## src/rtl/pb_event_reader.sv

```systemverilog
// Push-button reader: 2-flop sync, per-bit debounce FSM, press-event mask on a valid/ready port.
// Latency: pb_n step -> pb_level/evt_data after DEBOUNCE_CYCLES+2 edges. Backpressure: events merge
// into the pending mask while evt_ready is low; evt_overflow flags a merge. Optional: PB_EVT_RELEASE_EN.
module pb_event_reader #(
    parameter int WIDTH           = 4,
    parameter int DEBOUNCE_CYCLES = 500000,
    parameter int CNT_W           = 20
) (
    input  logic             clk,
    input  logic             reset,
    input  logic [WIDTH-1:0] pb_n,
    output logic [WIDTH-1:0] pb_level,
    output logic             evt_valid,
    output logic [WIDTH-1:0] evt_data,
    input  logic             evt_ready,
`ifdef PB_EVT_RELEASE_EN
    output logic [WIDTH-1:0] evt_release,
`endif
    output logic             evt_overflow,
    input  logic             ovf_clear
);

    localparam logic [CNT_W-1:0] CNT_LAST = CNT_W'(DEBOUNCE_CYCLES - 1);
    localparam logic [CNT_W-1:0] CNT_ONE  = CNT_W'(1);

    typedef enum logic {
        ST_STABLE   = 1'b0,
        ST_COUNTING = 1'b1
    } db_state_t;

    logic [WIDTH-1:0] sync1_q, sync1_d;
    logic [WIDTH-1:0] sync2_q, sync2_d;
    logic [WIDTH-1:0] s;

    db_state_t        state_q [WIDTH];
    db_state_t        state_d [WIDTH];
    logic [CNT_W-1:0] cnt_q   [WIDTH];
    logic [CNT_W-1:0] cnt_d   [WIDTH];

    logic [WIDTH-1:0] level_q, level_d;
    logic [WIDTH-1:0] rise;
    logic [WIDTH-1:0] data_q, data_d;
    logic             valid_q, valid_d;
    logic             ovf_q, ovf_d;
    logic             ovf_set;
    logic             accept;
`ifdef PB_EVT_RELEASE_EN
    logic [WIDTH-1:0] fall;
    logic [WIDTH-1:0] rel_q, rel_d;
`endif

    // Synchronizer flops idle at 1 so the debouncer sees "released" out of reset.
    always_comb begin
        sync1_d = pb_n;
        sync2_d = sync1_q;
    end

    assign s = ~sync2_q;

    always_comb begin
        level_d = level_q;
        for (int i = 0; i < WIDTH; i++) begin
            state_d[i] = state_q[i];
            cnt_d[i]   = cnt_q[i];
            case (state_q[i])
                ST_STABLE: begin
                    if (s[i] != level_q[i]) begin
                        state_d[i] = ST_COUNTING;
                        cnt_d[i]   = CNT_ONE;
                    end else begin
                        cnt_d[i]   = '0;
                    end
                end
                ST_COUNTING: begin
                    if (s[i] == level_q[i]) begin
                        state_d[i] = ST_STABLE;
                        cnt_d[i]   = '0;
                    end else if (cnt_q[i] == CNT_LAST) begin
                        level_d[i] = ~level_q[i];
                        state_d[i] = ST_STABLE;
                        cnt_d[i]   = '0;
                    end else begin
                        cnt_d[i]   = cnt_q[i] + CNT_ONE;
                    end
                end
                default: begin
                    state_d[i] = ST_STABLE;
                    cnt_d[i]   = '0;
                end
            endcase
        end
    end

    // Rise is taken from the next level so the event lands on the same edge as pb_level.
    always_comb begin
        rise    = level_d & ~level_q;
        accept  = valid_q & evt_ready;
        data_d  = (accept ? '0 : data_q) | rise;
        ovf_set = (|(rise & data_q)) & ~accept;
`ifdef PB_EVT_RELEASE_EN
        fall    = ~level_d & level_q;
        rel_d   = (accept ? '0 : rel_q) | fall;
        ovf_set = ovf_set | ((|(fall & rel_q)) & ~accept);
        valid_d = |(data_d | rel_d);
`else
        valid_d = |data_d;
`endif
        ovf_d   = ovf_set | (ovf_q & ~ovf_clear);
    end

    always_ff @(posedge clk or negedge reset) begin
        if (!reset) begin
            sync1_q <= '1;
            sync2_q <= '1;
            for (int i = 0; i < WIDTH; i++) begin
                state_q[i] <= ST_STABLE;
                cnt_q[i]   <= '0;
            end
            level_q <= '0;
            data_q  <= '0;
            valid_q <= 1'b0;
            ovf_q   <= 1'b0;
`ifdef PB_EVT_RELEASE_EN
            rel_q   <= '0;
`endif
        end else begin
            sync1_q <= sync1_d;
            sync2_q <= sync2_d;
            for (int i = 0; i < WIDTH; i++) begin
                state_q[i] <= state_d[i];
                cnt_q[i]   <= cnt_d[i];
            end
            level_q <= level_d;
            data_q  <= data_d;
            valid_q <= valid_d;
            ovf_q   <= ovf_d;
`ifdef PB_EVT_RELEASE_EN
            rel_q   <= rel_d;
`endif
        end
    end

    assign pb_level     = level_q;
    assign evt_data     = data_q;
    assign evt_valid    = valid_q;
    assign evt_overflow = ovf_q;
`ifdef PB_EVT_RELEASE_EN
    assign evt_release  = rel_q;
`endif

endmodule
```

## config.mk

```make
export PLATFORM = sky130hd
export DESIGN_NAME = pb_event_reader
export DESIGN_NICKNAME = d
export VERILOG_FILES = /design/src/rtl/pb_event_reader.sv
export SDC_FILE = /design/constraint.sdc
export NUM_CORES = 1
export LEC_CHECK = 0
export ABC_CLOCK_PERIOD_IN_PS = 4400
export BUFFER_PORTS_ARGS = -buffer_cell sky130_fd_sc_hd__buf_2
export CORE_MARGIN = 3
export CORE_UTILIZATION = 35
export CTS_BUF_LIST = sky130_fd_sc_hd__clkbuf_8
export DETAILED_ROUTE_END_ITERATION = 12
export GPL_TIMING_DRIVEN = 0
export PLACE_DENSITY = 0.6
export SETUP_SLACK_MARGIN = 0.05
export SLEW_MARGIN = 40
export SYNTH_ARGS = -nofsm -noshare
export SYNTH_HDL_FRONTEND = slang
export SYNTH_SLANG_ARGS = --single-unit
```

## constraint.sdc

```tcl
create_clock -name clk -period 4.4 [get_ports clk]
set_clock_uncertainty 0.2 [all_clocks]
set_input_delay 0.88 -clock clk [delete_from_list [all_inputs] [get_ports clk]]
set_output_delay 0.88 -clock clk [all_outputs]
set_load 0.05 [all_outputs]
```

==> metrics.txt <==
post-synth cell types 45; FMAX 461 MHz; Crit Path Max Fanout 4; CP required about 3.3 ns; Max Cap Violations 0; largest buffer count on any clock path 2; worst setup path end pb_level[1]; clk_lat worst skew 0.38 ns; Hold Crit Class input pin to asynchronous set/reset pin; Layout area overhead 11.1%; RSZ-0062 raised after global routing false; largest area contributor in the netlist dfrtp_1; number of inserted diodes 0; min cycle time layout roughly 2.2 ns; slowest CP cell dfrtp_1; Slew Viols, Final 0; Gate Count Post-Synth 492; Crit Path Class register to primary output; GRT overflow 0; die area around 15,000 um^2; TritonCTS clock tree done; antenna violations before repair 0; H-tree depth 3; Initial Util 0.364; CTS clock-pin slew for the worst setup and hold paths 0.09 ns; Die Wd about 120 um; CP Capture Type primary output; gpl congestion 0.762; total track usage 0.125; cell family with most CP delay flip-flops; I/O Buffers 17; I/O Pins 18; status completed; Yosys top cell area share 0.480; total core area about 13,000 um^2; Final Hold Viols 0; post-CTS sizing 0; Post-Route Utilization 0.404; Worst-Margin Slew 0.817 ns; first-pass GRT wire length 16.0 mm; vias per std cell around 4.9; register area share after synthesis 0.523; WP buf/inv 1; WP depth 1; standard-cell row count between 40 and 50; Post-synth EDFFs 0; Hold-fix buffers, CTS 0; final setup TNS 0 ns; Syn Nets 504; FF-to-FF setup slack roughly 2.3 ns; share of post-route cells with drive strength above 1 0.122; crit-path cells buf_2; peak supply drop about 0.00020 V; via count 3,415; Post-Route WL slightly above 9 mm; cell depth of the worst flop-to-flop path 8; Num CTS Buffers 9; Die Y 124 um; crit share post-route 0.493; Placed Cells 686; Synth Cell Area 4900 um^2; max incr delay on CP around 0.42 ns; Critical R2R Launch cnt_q[40]; Hold Slack around 0.16 ns; final cell count without fillers 701; Sink Count 102; post-CTS setup buffer count 0; Post-DP HPWL around 6.4 mm; Avg Inst Size Synth 9.95 um^2; asr flop ratio synth 1.00; root buffer cell clkbuf_8; Most used DFF post-synth dfrtp_1; static leakage 2.32 nW; Layout Nets 533; crit path from pb_level[1]; vias in the first global route 3,437; dominant cells by area after synthesis dfrtp_1 48%, nor2_1 7.7%, xor2_1 7.7%, xnor2_1 5.4%, dfstp_2 4.3%; power per cell area 304 nW/um^2; final setup violation count 0; Antenna Violating Nets Remaining 0; wire per inst 13.1 um; element type at the critical path start register; Slew headroom 0.451; Overall Power approximately 0.0017 W; DR iter-0 viols about 150; pin count of the biggest net entering global routing 69; warning count from the yosys run 0; worst path arrival time 1.09 ns; DR DRC count 0; Yosys reg bits 102; Initial DRT Pass Iterations 4; reg2reg end cnt_q[52]
## routing by layer
layer  vias up  GRT usage  part of all wire
met5         -          0                 0
met4         0     0.0387             0.011
met3         8     0.0467             0.042
met2        32      0.198              0.47
met1      1668      0.158              0.48
li1       1707          -                 -
## cell families (layout without fill, tap and decap cells)
family                   after synthesis  in the layout  synth area share
AO/OA/AOI/OAI                         21             21            0.0273
XOR/XNOR                              73             73             0.131
adder cells (fa/ha/maj)                4              4            0.0102
buffers and inverters                 27             60            0.0299
flip-flops                           102            102             0.523
multiplexers                           3              3           0.00613
AND/OR/NAND/NOR                      262            262             0.272
## Yosys cell counts, drive strengths merged, types with 4 or more instances
library cell,number
and3,12
and2,4
nor3,8
nand2,41
o21ai,4
a21oi,7
nand3,33
buf,9
ha,4
nand4,18
dfrtp,94
xnor2,30
o21a,4
dfstp,8
or3,6
nor2,103
and4,10
or2,7
inv,18
nor4,6
xor2,43
nor4b,7
## how the worst min path moves through the flow
stage               startpoint          to  slack (ns)  cells after the start
CTS                      reset   cnt_q[77]        0.14                      1
global placement    sync1_q[2]  sync2_q[2]        0.15                      0
global route             reset  state_q[2]        0.15                      1
floorplan           sync1_q[0]  sync2_q[0]        0.15                      0
finish                   reset   cnt_q[47]        0.16                      1
detailed placement  sync1_q[2]  sync2_q[2]        0.15                      0
## area by class of cell
cell class              instances  area, um^2
well taps                     176         220
repair buffers                 18         123
inverters                      18        67.6
multi-input cells             363        2190
fillers                      1364        8020
clock inverters                 4        47.5
clock buffers                  11         151
flip-flops and latches        102        2560
plain buffers                   9        78.8
## where the power goes
| part | internal (W) | switching (W) |
|---|---|---|
| Combinational | 0.0000262 | 0.0000612 |
| Sequential | 0.000954 | 0.0000136 |
| Clock | 0.000289 | 0.000310 |
| Total | 0.00127 | 0.000385 |
## cells in the final DEF, fill, tap and decap left out, types with 4 or more instances in the layout
| cell | instances |
|---|---|
| nor2_1 | 101 |
| dfrtp_1 | 94 |
| xor2_1 | 43 |
| nand2_1 | 41 |
| nand3_1 | 33 |
| xnor2_1 | 30 |
| inv_1 | 19 |
| buf_2 | 19 |
| nand4_1 | 17 |
| and3_1 | 12 |
| clkbuf_8 | 11 |
| nor3_1 | 8 |
| dfstp_2 | 8 |
| nor4b_1 | 7 |
| and4_1 | 7 |
| a21oi_1 | 7 |
| or3_1 | 6 |
| buf_6 | 5 |
| or2_2 | 4 |
| nor4_1 | 4 |
| o21ai_0 | 4 |
| o21a_1 | 4 |
| ha_1 | 4 |
## through the flow
stage	cell area, um^2	worst slack, ns
after floorplan	4900	2.37
after global placement	5200	1.15
after detailed placement	5240	2.17
after CTS	5440	2.20
after global routing	5440	2.06
final	5440	2.23
## sequential cells by signal (all words and copies together) (netlist names)
| signal | count |
|---|---|
| cnt_q | 80 |
| evt_data | 4 |
| evt_overflow | 1 |
| evt_valid | 1 |
| pb_level | 4 |
| state_q | 4 |
| sync1_q | 4 |
| sync2_q | 4 |
No activity file was read; power rests on OpenSTA's default activity.
